$ cat config.mk
export PLATFORM = sky130hd
export DESIGN_NAME = sha3_msg_packer
export DESIGN_NICKNAME = d
export VERILOG_FILES = /design/src/rtl/sha3_msg_packer.sv
export SDC_FILE = /design/constraint.sdc
export NUM_CORES = 1
export LEC_CHECK = 0
export ABC_AREA = 1
export BUFFER_PORTS_ARGS = -buffer_cell sky130_fd_sc_hd__buf_2
export CAP_MARGIN = 40
export CORE_ASPECT_RATIO = 0.75
export CORE_UTILIZATION = 30
export CTS_BUF_LIST = sky130_fd_sc_hd__clkbuf_16
export CTS_CLUSTER_SIZE = 12
export DETAILED_ROUTE_END_ITERATION = 10
export HOLD_SLACK_MARGIN = 0.05
export PLACE_DENSITY = 0.55
export SLEW_MARGIN = 20
export SYNTH_ARGS = -nofsm -noshare
export SYNTH_HDL_FRONTEND = slang
export SYNTH_SLANG_ARGS = --single-unit
$ cat constraint.sdc
create_clock -name clk -period 3.13 [get_ports clk]
set_input_delay 0.4695 -clock clk [delete_from_list [all_inputs] [get_ports clk]]
set_output_delay 0.4695 -clock clk [all_outputs]
set_load 0.005 [all_outputs]
$ cat src/rtl/sha3_msg_packer.sv
// sha3_msg_packer: packs 1..4-byte little-endian message beats into 32-bit
// KMAC message FIFO writes with byte strobes and a final-word marker.
module sha3_msg_packer #(
  parameter int unsigned                ADDR_WIDTH    = 32,
  parameter logic [ADDR_WIDTH-1:0]      MSG_FIFO_ADDR = 32'h0000_1800
) (
  input  logic                  clk,
  input  logic                  reset_n,
  input  logic                  in_valid,
  output logic                  in_ready,
  input  logic [31:0]           in_data,
  input  logic [2:0]            in_nbytes,
  input  logic                  in_last,
  output logic                  out_dv,
  input  logic                  out_hld,
  output logic [ADDR_WIDTH-1:0] out_addr,
  output logic                  out_write,
  output logic [31:0]           out_wdata,
  output logic [3:0]            out_wstrb,
  output logic [2:0]            out_size,
  output logic                  out_last,
  output logic                  busy_o,
  output logic                  err_o
);
  typedef enum logic {ACC, FLUSH} state_t;
  state_t      r_state;
  logic [31:0] r_acc, r_wdata;
  logic [1:0]  r_cnt, w_pn;
  logic [3:0]  r_wstrb, w_total, w_pstrb;
  logic [2:0]  r_size, w_psize;
  logic        r_dv, r_last, r_err;
  logic        w_free, w_fire, w_legal;
  logic [31:0] w_dmask, w_mdata, w_merge, w_rem;
  assign w_free   = !r_dv || !out_hld;
  assign in_ready = reset_n && (r_state == ACC) && w_free;
  assign w_fire   = in_valid && in_ready;
  assign w_legal  = (in_nbytes != 3'd0) && (in_nbytes <= 3'd4);
  assign w_dmask  = {{8{in_nbytes >= 3'd4}}, {8{in_nbytes >= 3'd3}},
                     {8{in_nbytes >= 3'd2}}, {8{in_nbytes >= 3'd1}}};
  assign w_mdata  = in_data & w_dmask;
  assign w_total  = {2'b00, r_cnt} + {1'b0, in_nbytes};
  assign w_merge  = r_acc | (w_mdata << {r_cnt, 3'b000});
  // bytes that spill past the current word; a shift of 32 yields zero when cnt is 0
  assign w_rem    = w_mdata >> {3'd4 - {1'b0, r_cnt}, 3'b000};
  assign w_pn     = (r_state == FLUSH) ? r_cnt : w_total[1:0];
  assign w_pstrb  = (4'd1 << w_pn) - 4'd1;
  assign w_psize  = (w_pn == 2'd1) ? 3'd0 : (w_pn == 2'd2) ? 3'd1 : 3'd2;
  assign out_addr  = MSG_FIFO_ADDR;
  assign out_write = 1'b1;
  assign out_dv    = r_dv;
  assign out_wdata = r_wdata;
  assign out_wstrb = r_wstrb;
  assign out_size  = r_size;
  assign out_last  = r_last;
  assign err_o     = r_err;
  assign busy_o    = (r_cnt != 2'd0) || r_dv || (r_state == FLUSH);
  always_ff @(posedge clk or negedge reset_n) begin
    if (!reset_n) begin
      r_state <= ACC;
      r_acc   <= '0;
      r_cnt   <= '0;
      r_dv    <= 1'b0;
      r_wdata <= '0;
      r_wstrb <= '0;
      r_size  <= '0;
      r_last  <= 1'b0;
      r_err   <= 1'b0;
    end else begin
      r_err <= 1'b0;
      if (r_dv && !out_hld) r_dv <= 1'b0;
      if (r_state == FLUSH) begin
        if (w_free) begin
          r_dv    <= 1'b1;
          r_wdata <= r_acc;
          r_wstrb <= w_pstrb;
          r_size  <= w_psize;
          r_last  <= 1'b1;
          r_acc   <= '0;
          r_cnt   <= '0;
          r_state <= ACC;
        end
      end else if (w_fire) begin
        if (!w_legal) begin
          r_err <= 1'b1;
        end else if (w_total >= 4'd4) begin
          r_dv    <= 1'b1;
          r_wdata <= w_merge;
          r_wstrb <= 4'hf;
          r_size  <= 3'd2;
          r_last  <= in_last && (w_total == 4'd4);
          r_acc   <= w_rem;
          r_cnt   <= w_total[1:0];
          if (in_last && (w_total != 4'd4)) r_state <= FLUSH;
        end else if (in_last) begin
          r_dv    <= 1'b1;
          r_wdata <= w_merge;
          r_wstrb <= w_pstrb;
          r_size  <= w_psize;
          r_last  <= 1'b1;
          r_acc   <= '0;
          r_cnt   <= '0;
        end else begin
          r_acc <= w_merge;
          r_cnt <= w_total[1:0];
        end
      end
    end
  end
endmodule

==> impl_metrics.env, run 1 <==
export IMPL_wl_per_cell_um=15.8
export IMPL_leakage_nw=3.60
export IMPL_yosys_area_top_type="dfrtp_1"
export IMPL_die_h_um=119
export IMPL_yosys_top_cells_count="nand2_1, nand3_1, dfrtp_1"
export IMPL_grt_pass1_vias=5314
export IMPL_grt_pass1_wl_mm=29.5
export IMPL_yosys_area_share_simple=0.408
export IMPL_setup_viol=0
export IMPL_status="finished clean"
export IMPL_peakVddDrop_uv=333
export IMPL_vias_per_cell=4.87
export IMPL_cts_setup_buffers=0
export IMPL_hold_path_class="primary input to flip-flop"
export IMPL_finalCriticalPeriod_ns=2.60
export IMPL_grt_max_degree=71
export IMPL_cp_data_arrival_time_ns=2.88
export IMPL_fin_crit_sh=0.829
export IMPL_port_buffers=82
export IMPL_synth_compound_area_frac=0.102
export IMPL_synth_seq_cells=76
export IMPL_synth_top_family_by_area="simple AND/OR/NAND/NOR gates"
export IMPL_synth_area_per_cell_sq_um=6.39
export IMPL_crit_path_frequent_cell="nand2_1"
export IMPL_synth_edff_count=0
export IMPL_start_kind="flip-flop"
export IMPL_drc_errors=0
export IMPL_drt_wl_total_mm=18.2
export IMPL_grt_overflow_total=0
export IMPL_num_antenna_cells=0
export IMPL_gp_congestion=0.888
export IMPL_syn_area_sq_um=5450
export IMPL_worstHoldPathCells=3
export IMPL_synth_warnings=0
export IMPL_path_max_fanout=44
export IMPL_synth_area_leaders="dfrtp_1, nand2_1, nand3_1"
export IMPL_grt_usage=0.206
export IMPL_cts_tree="yes"
export IMPL_core_sq_um=17700
export IMPL_vias=5629
export IMPL_fillCellCount=1998
export IMPL_fin_skew_ns=0.00422
export IMPL_clk_insertion_delay_late_ns=0.34
export IMPL_worstSetupPathType="flip-flop to flip-flop"
export IMPL_synthAdderAreaFrac=0.0175
export IMPL_syn_inst=853
export IMPL_final_max_slew_viol_count=0
export IMPL_setup_tns_final_ns=0
export IMPL_slew_headroom=0.533
export IMPL_die_x_um=158
export IMPL_slowest_delay_ns=0.47
export IMPL_synthFlopType="dfrtp_1"
export IMPL_power_density_nw_per_um2=902
export IMPL_hpwl_mm=12.7
export IMPL_root_buffer="clkbuf_16"
export IMPL_layout_setup_ws_ns=0.534
export IMPL_ios=117
export IMPL_drv_cap=0
export IMPL_drive_gt1_frac=0.140
export IMPL_synth_xor_area_share=0
export IMPL_seqCellArea_sq_um=1900
export IMPL_dr_pass1_iters=5
export IMPL_drt_first_iter_violations=502
export IMPL_synth_top_area_frac=0.349
export IMPL_synth_mux_area_frac=0
export IMPL_tightest_slew_ns=0.700
export IMPL_clock_sinks=76
export IMPL_multiInputGateArea_sq_um=3010
export IMPL_endpoint_kind="flip-flop"
export IMPL_worstPathRequired_ns=3.41
export IMPL_place_ws_ns=0.429
export IMPL_synthArstFlopShare=1.00
export IMPL_cts_resized=0
export IMPL_r2r_cells=11
export IMPL_dieArea_sq_um=18700
export IMPL_rsz0062_at_grt="no"
export IMPL_numCtsBuffers=9
export IMPL_clk_pin_slew_ns=0.06
export IMPL_fmax_mhz=385
export IMPL_syn2layout_area_growth_pct=15.5
export IMPL_finalHoldViolations=0
export IMPL_worst_path_max_delay_cell="inv_1"
export IMPL_cp_cell_sequence="buf_4 > clkinv_1 > ha_1 > buf_4 > inv_1 > nand3_1 > nand2_1 > nand2_1 > nand2_1 > nand2_1 > nand2_1"
export IMPL_cts_htree_levels=3
export IMPL_ctsHoldBuffers=1
export IMPL_row_count=42
export IMPL_cts_buffer_depth=2
export IMPL_synth_most_common_cell="nand2_1"
export IMPL_ys_seq_area_frac=0.349
export IMPL_antenna_left=0
export IMPL_start_util=0.308
export IMPL_synth_cell_types=27
export IMPL_antenna_found_initial=0
export IMPL_fin_nets=957
==> worst max-delay path, delay by kind of cell, from the launching register on <==
family | cells | cell delay, ns
buffers and inverters | 4 | 1.27
flip-flops | 1 | 0.36
AND/OR/NAND/NOR | 6 | 0.56
adder cells (fa/ha/maj) | 1 | 0.32
==> kinds of logic (layout without fill, tap and decap cells) <==
| kind of cell | count (synthesis) | count (layout) |
|---|---|---|
| AOI/OAI and AO/OA | 103 | 103 |
| adders and majority gates | 7 | 7 |
| buffers and inverters | 131 | 161 |
| DFF | 76 | 76 |
| other | 2 | 34 |
| and+or+nand+nor | 534 | 534 |
==> registers in the layout, indices dropped and copies added (netlist names) <==
signal,flops
out_dv,1
out_size,2
out_wdata,32
out_last,1
r_acc,32
err_o,1
out_wstrb,4
r_state,1
r_cnt,2
==> through the flow <==
stage               cells  hold slack, ns  total power, mW  utilization  area [sq um]
finish               1157           0.383             5.68        0.355          6290
global placement     1138           0.378             4.53        0.334          5920
global route         1157           0.407             6.21        0.355          6290
floorplan             885           0.174             3.53            -          5570
detailed placement   1138           0.377             4.53        0.334          5920
CTS                  1155           0.376             5.70        0.353          6250
==> final cells by class <==
| type | instances | area share |
|---|---|---|
| well taps | 242 | 0.0481 |
| clock inverters | 7 | 0.0145 |
| multi-input cells | 678 | 0.478 |
| inverters | 45 | 0.0272 |
| repair buffers | 100 | 0.0946 |
| flip-flops and latches | 76 | 0.302 |
| clock buffers | 9 | 0.0358 |
==> per-layer routing <==
metal  global-route usage  wire length, um
met1                0.304             8990
met2                0.300             7810
met3               0.0356             1050
met4               0.0661              393
met5                    0                0
==> worst paths after layout <==
kind                                 from   endpoint  slack (ns)
worst max register to register   r_cnt[0]   r_acc[9]        0.53
worst min-delay path              out_hld     out_dv        0.38
min in group asynchronous         reset_n   r_cnt[0]        0.56
worst min register to register  r_acc[18]  r_acc[18]        0.49
worst max-delay path             r_cnt[0]   r_acc[9]        0.53
max in group asynchronous         reset_n  r_acc[22]        1.78
==> report_power, final <==
group	internal, mW	switching (mW)
Sequential	1.40	0.230
Combinational	0.986	1.93
Clock	0.694	0.445
==> placed cells by master, fill, tap and decap left out <==
cell	count
nand2_1	358
nand3_1	119
buf_2	81
dfrtp_1	76
o21ai_0	73
nor2_1	43
inv_1	42
conb_1	34
buf_4	15
o21ai_1	10
clkbuf_16	9
o21bai_1	8
a21o_1	8
ha_1	6
a21oi_1	4
nand2_2	4
nor2_4	4
clkinv_1	3
clkinvlp_4	3
nor2_2	2
bufinv_16	2
buf_12	2
inv_4	1
nand2_4	1
nor2_8	1
nand4_1	1
or2_2	1
fa_1	1
clkinv_2	1
dlygate4sd3_1	1
buf_16	1
(Power assumes the default switching activity.)
==> inputs of run 2 (changes only) <==
Settings changed: ABC_AREA 1 to 0, PLACE_DENSITY 0.55 to 0.57.
Clock period 3.13 ns to 2.1 ns, I/O delays scaled along.
==> run 2 against run 1 <==
The run now ends with negative setup slack left. Critical path depth down 1. Register-to-register slack worse by 0.74 ns. Cell count down 23%. Worst setup slack worse by 0.74 ns. Via count down 13%. Synthesized cell count down 35%. Fmax up 12%. Utilization up 5.7 points. Sequential power up 53%. Global-route usage about the same. Total power up 55%. Combinational power up 66%. Largest cell class unchanged. Highest routed layer unchanged.
==> impl_metrics.env, run 2 <==
export IMPL_status="finished with violations"
export IMPL_violations="negative setup slack"
export IMPL_drv_cap=0
export IMPL_syn2layout_area_growth_pct=34.1
export IMPL_start_util=0.307
export IMPL_die_h_um=113
export IMPL_drc_errors=0
export IMPL_layout_setup_ws_ns=-0.208
export IMPL_cts_buffer_depth=2
export IMPL_synth_area_leaders="dfrtp_1, nand2_1, buf_4"
export IMPL_hold_path_class="primary input to flip-flop"
export IMPL_rsz0062_at_grt="yes"
export IMPL_r2r_cells=10
export IMPL_syn_inst=553
export IMPL_synth_seq_cells=76
export IMPL_seqCellArea_sq_um=1900
export IMPL_finalHoldViolations=0
export IMPL_peakVddDrop_uv=475
export IMPL_synth_top_family_by_area="compound AO/OA/AOI/OAI gates"
export IMPL_num_antenna_cells=0
export IMPL_post_place_cells=858
export IMPL_fin_crit_sh=1.10
export IMPL_start_kind="flip-flop"
export IMPL_synth_edff_count=0
export IMPL_hpwl_mm=12.6
export IMPL_ios=117
export IMPL_synthAdderAreaFrac=0.0193
export IMPL_grt_overflow_total=0
export IMPL_cts_tree="yes"
export IMPL_clock_sinks=76
export IMPL_stdcell_area_sq_um=6600
export IMPL_synthArstFlopShare=1.00
export IMPL_worstHoldPathCells=2
export IMPL_worstReg2RegEnd="r_acc[9]"
export IMPL_ys_seq_area_frac=0.386
export IMPL_yosys_top_cells_count="dfrtp_1, nand2_1, a21oi_1"
export IMPL_drive_gt1_frac=0.357
export IMPL_cts_htree_levels=3
export IMPL_min_from="in_data[25]"
export IMPL_synth_cell_types=54
export IMPL_yosys_area_share_simple=0.159
export IMPL_core_sq_um=16000
export IMPL_synth_warnings=0
export IMPL_holdPathEnd="r_acc[25]"
export IMPL_gp_congestion=0.891
export IMPL_cp_data_arrival_time_ns=2.51
export IMPL_drt_first_iter_violations=442
export IMPL_vias_per_cell=5.49
export IMPL_setup_tns_final_ns=-10.45
export IMPL_antenna_left=0
export IMPL_row_count=40
export IMPL_synth_compound_area_frac=0.285
export IMPL_numCtsBuffers=9
export IMPL_grt_usage=0.206
export IMPL_fin_util=0.412
export IMPL_worstSetupPathType="flip-flop to flip-flop"
export IMPL_final_common_cell="buf_2"
export IMPL_wl_per_cell_um=20.0
export IMPL_final_cell_mix="buf_2, dfrtp_1, nand2_1, buf_4, a21oi_1"
export IMPL_synth_mux_area_frac=0.0452
export IMPL_holdWs_ns=0.287
export IMPL_synth_xor_area_share=0
export IMPL_die_x_um=150
export IMPL_grt_pass1_vias=4637
export IMPL_dr_pass1_iters=6
export IMPL_fin_total_pwr_mw=8.81
export IMPL_grt_pass1_wl_mm=26.5
export IMPL_fin_skew_ns=0.00467
export IMPL_yosys_area_top_type="dfrtp_1"
export IMPL_clk_pin_slew_ns=0.06
export IMPL_multiInputGateArea_sq_um=2960
export IMPL_root_buffer="clkbuf_16"
export IMPL_clk_insertion_delay_late_ns=0.34
export IMPL_power_density_nw_per_um2=1340
export IMPL_worstPathRequired_ns=2.31
export IMPL_fillCellCount=1618
export IMPL_setup_viol=74
export IMPL_path_max_fanout=7
export IMPL_synthFlopType="dfrtp_1"
export IMPL_reg2reg_from="r_cnt[0]"
export IMPL_vias=4879
export IMPL_fin_nets=720
export IMPL_syn_area_sq_um=4920
export IMPL_endpoint_kind="flip-flop"
export IMPL_synth_area_per_cell_sq_um=8.90
export IMPL_synth_most_common_cell="dfrtp_1"
export IMPL_grt_max_degree=55
export IMPL_final_max_slew_viol_count=0
export IMPL_tightest_slew_ns=0.708
export IMPL_fmax_mhz=433
export IMPL_leakage_nw=3.19
export IMPL_slew_headroom=0.528
export IMPL_r2r_slack_ns=-0.21
export IMPL_finalCriticalPeriod_ns=2.31
export IMPL_placed_area_sq_um=5740
export IMPL_port_buffers=82
export IMPL_synth_top_area_frac=0.386
export IMPL_final_cell_count_no_fill=888
export IMPL_drt_wl_total_mm=17.8
export IMPL_place_ws_ns=-0.280
export IMPL_dieArea_sq_um=16900
export IMPL_antenna_found_initial=0
==> run 2: cell count changes after synthesis, moves of 11 or more <==
cell and change:
nand2_1 -289, nand3_1 -111, o21ai_0 -43, a21oi_1 +39, inv_1 -28, a221o_1 +22
and3_1 +17, clkbuf_1 -14, a32oi_1 +13, mux2i_1 +11, nor2_1 -11
==> run 2: worst max-delay path by stage <==
stage,depth (start not counted),end,slack [ns],start
floorplan,9,r_acc[0],-0.18,r_cnt[1]
global placement,9,r_acc[14],-0.20,in_nbytes[0]
detailed placement,11,r_acc[9],-0.28,in_nbytes[0]
CTS,8,r_acc[1],-0.21,r_cnt[0]
global route,11,r_acc[21],-0.28,r_cnt[0]
finish,10,r_acc[9],-0.21,r_cnt[0]
==> run 2: logic make-up after synthesis <==
kind of cell,after synthesis
muxes,21
DFF,76
other,2
buffers and inverters,90
AOI/OAI and AO/OA,196
adders and majority gates,7
and+or+nand+nor,161
==> run 2: report_power, final <==
| group | total (mW) | internal (mW) | switching (mW) |
|---|---|---|---|
| clock network | 1.49 | 0.904 | 0.590 |
| logic | 4.82 | 2.20 | 2.63 |
| registers | 2.50 | 2.10 | 0.395 |
| total | 8.81 | 5.20 | 3.61 |
==> run 2: layout make-up <==
cell class                      instances  share of cell area
Tap cell                              210              0.0398
Multi-Input combinational cell        420               0.448
Sequential cell                        76               0.288
Inverter                               15             0.00853
Timing Repair Buffer                  151               0.172
Clock buffer                            9              0.0341
Clock inverter                          7             0.00910
==> run 2: critical path, stage by stage (launching register included) <==
cell and delay [ns]:
dfrtp_1 0.35, ha_2 0.19, inv_2 0.05, fa_2 0.38, nor3b_4 0.17, a21o_1 0.19, o31a_4 0.36, buf_12 0.17
buf_12 0.14, nand2_4 0.07, o221ai_4 0.10
==> run 2: repair_timing <==
action / 4_1_cts / 5_1_grt
hold buffers: 1 / 0
pin swaps: 16 / 25
endpoints found under the setup margin: 71 / 74
hold endpoints to repair: 22 / 0
resized for setup: 33 / 78
gates cloned: 2 / 3
setup buffers: 6 / 3
==> run 2: layer usage <==
metal,GRT usage,vias up,part of all wire
li1,-,2220,-
met1,0.310,2364,0.46
met2,0.296,265,0.43
met3,0.0419,30,0.095
met4,0.0552,0,0.016
met5,0,-,0
==> inputs of run 3 (changes only) <==
Settings changed: CELL_PAD_IN_SITES_DETAIL_PLACEMENT set to 2, CELL_PAD_IN_SITES_GLOBAL_PLACEMENT set to 2, CORE_UTILIZATION 30 to 29, PLACE_DENSITY 0.57 to 0.82.
==> run 3 against run 2 <==
Via count is 17% higher. Routed wire length increased by 60%. Utilization up 3.4 points. Sequential power is 6% higher. Register-to-register slack worse by 0.33 ns. Fmax fell by 13%. Non-clock buffer count grew 34. Largest cell class unchanged. Hold slack got worse by 0.19 ns. Combinational power increased by 29%. The run ends with design-rule violations, negative setup slack left. Count of clock-buffer cells in the layout stayed put. Sequential cell count stayed put.
==> impl_metrics.env, run 3 (same netlist as run 2, synthesis figures left out) <==
export IMPL_clockPowerShare=0.156
export IMPL_syn2layout_area_growth_pct=47.9
export IMPL_die_x_um=152
export IMPL_power_switching_mw=4.78
export IMPL_status="finished with violations"
export IMPL_crit_path_start="r_cnt[0]"
export IMPL_seq_power_share=0.251
export IMPL_drt_wl_total_mm=28.4
export IMPL_antenna_found_initial=2
export IMPL_place_ws_ns=-0.568
export IMPL_final_cell_count_no_fill=927
export IMPL_final_cell_mix="buf_2, dfrtp_1, buf_4, nand2_1, conb_1"
export IMPL_cp_data_arrival_time_ns=2.90
export IMPL_dr_pass1_iters=11
export IMPL_die_h_um=115
export IMPL_grt_usage=0.293
export IMPL_port_buffers=82
export IMPL_post_place_cells=872
export IMPL_start_kind="flip-flop"
export IMPL_wl_per_cell_um=30.7
export IMPL_endpoint_kind="flip-flop"
export IMPL_core_sq_um=16300
export IMPL_vias_per_cell=6.16
export IMPL_tightest_slew_ns=0.637
export IMPL_violations="design-rule violations, negative setup slack"
export IMPL_clock_sinks=76
export IMPL_numCtsBuffers=9
export IMPL_clk_insertion_delay_late_ns=0.36
export IMPL_drc_errors=8
export IMPL_root_buffer="clkbuf_16"
export IMPL_fin_nets=758
export IMPL_worstSetupPathType="flip-flop to flip-flop"
export IMPL_start_util=0.302
export IMPL_drive_gt1_frac=0.432
export IMPL_drv_cap=0
export IMPL_fin_skew_ns=0.0146
export IMPL_power_density_nw_per_um2=1440
export IMPL_internal_power_mw=5.72
export IMPL_fin_util=0.446
export IMPL_drt_first_iter_violations=519
export IMPL_peakVddDrop_uv=471
export IMPL_ios=117
export IMPL_grt_overflow_total=0
export IMPL_clk_pin_slew_ns=0.08
export IMPL_cts_tree="yes"
export IMPL_fin_total_pwr_mw=10.5
export IMPL_finalHoldViolations=0
export IMPL_leakage_nw=3.47
export IMPL_dieArea_sq_um=17500
export IMPL_grt_max_degree=46
export IMPL_hold_path_class="primary input to asynchronous set/reset pin"
export IMPL_gp_congestion=0.901
export IMPL_setup_viol=74
export IMPL_vias=5712
export IMPL_slew_headroom=0.576
export IMPL_fin_crit_sh=1.26
export IMPL_final_max_slew_viol_count=0
export IMPL_fmax_mhz=379
export IMPL_grt_pass1_wl_mm=37.7
export IMPL_grt_pass1_vias=5977
export IMPL_cts_buffer_depth=2
export IMPL_rsz0062_at_grt="yes"
export IMPL_cts_htree_levels=3
export IMPL_switching_share=0.455
export IMPL_finalCriticalPeriod_ns=2.64
export IMPL_row_count=40
export IMPL_layout_setup_ws_ns=-0.539
export IMPL_comb_power_share=0.592
export IMPL_setup_tns_final_ns=-27.54
export IMPL_worstPathRequired_ns=2.36
export IMPL_hpwl_mm=14.7
export IMPL_antenna_left=0
export IMPL_final_common_cell="buf_2"
export IMPL_path_max_fanout=6
export IMPL_r2r_cells=12
export IMPL_reg2reg_from="r_cnt[0]"
-- run 3: cell type report --
| class | instances | area, sq um |
|---|---|---|
| Fill cell | 1731 | 9030 |
| Sequential cell | 76 | 1900 |
| Antenna cell | 1 | 2.50 |
| Clock buffer | 9 | 225 |
| Timing Repair Buffer | 185 | 1550 |
| Multi-Input combinational cell | 424 | 3210 |
| Clock inverter | 7 | 67.6 |
| Inverter | 15 | 56.3 |
| Tap cell | 210 | 263 |
-- run 3: per-stage QoR --
step	area, sq um	hold WS (ns)
after global placement	5830	0.386
after floorplan	5080	0.0194
final	7280	0.0937
after CTS	6910	0.111
after global routing	7280	0.140
after detailed placement	5830	0.415
-- run 3: timing repair --
item / 4_1_cts / 5_1_grt
pin swaps: 19 / 19
hold buffers: 1 / 0
resized for setup: 107 / 60
gates cloned: 11 / 6
hold endpoints to repair: 4 / 0
endpoints found under the setup margin: 75 / 75
setup buffers: 16 / 7
-- run 3: worst paths after layout --
kind	endpoint	slack, ns
min in group clk	r_acc[27]	0.29
worst min-delay path	err_o	0.09
max in group asynchronous	out_wdata[10]	1.29
worst max register to register	r_acc[12]	-0.54
worst max-delay path	r_acc[12]	-0.54
worst min register to register	out_wdata[11]	0.47
-- run 3: metal layers --
layer / global-route usage / vias to the layer above / share of wire
met5: 0 / - / 0.00035
met4: 0.129 / 2 / 0.047
met3: 0.0709 / 103 / 0.072
met2: 0.499 / 352 / 0.49
met1: 0.356 / 2943 / 0.39
li1: - / 2312 / -
-- run 3: critical path, stage by stage, from the launching register on --
cell      delay [ns]
dfrtp_1         0.39
ha_2            0.21
inv_2           0.05
fa_2            0.37
buf_6           0.14
nor3b_4         0.22
a21o_4          0.18
buf_6           0.11
buf_6           0.11
nand4_1         0.20
buf_6           0.26
buf_12          0.13
o221ai_2        0.15
-- run 3: power groups by stage --
stage | clock, mW | combinational [mW] | sequential [mW]
finish | 1.64 | 6.21 | 2.64
global route | 1.68 | 6.49 | 2.69
CTS | 1.62 | 5.36 | 2.53
detailed placement | 0 | 4.46 | 2.47
global placement | 0 | 4.18 | 2.43
floorplan | 0 | 2.59 | 2.44
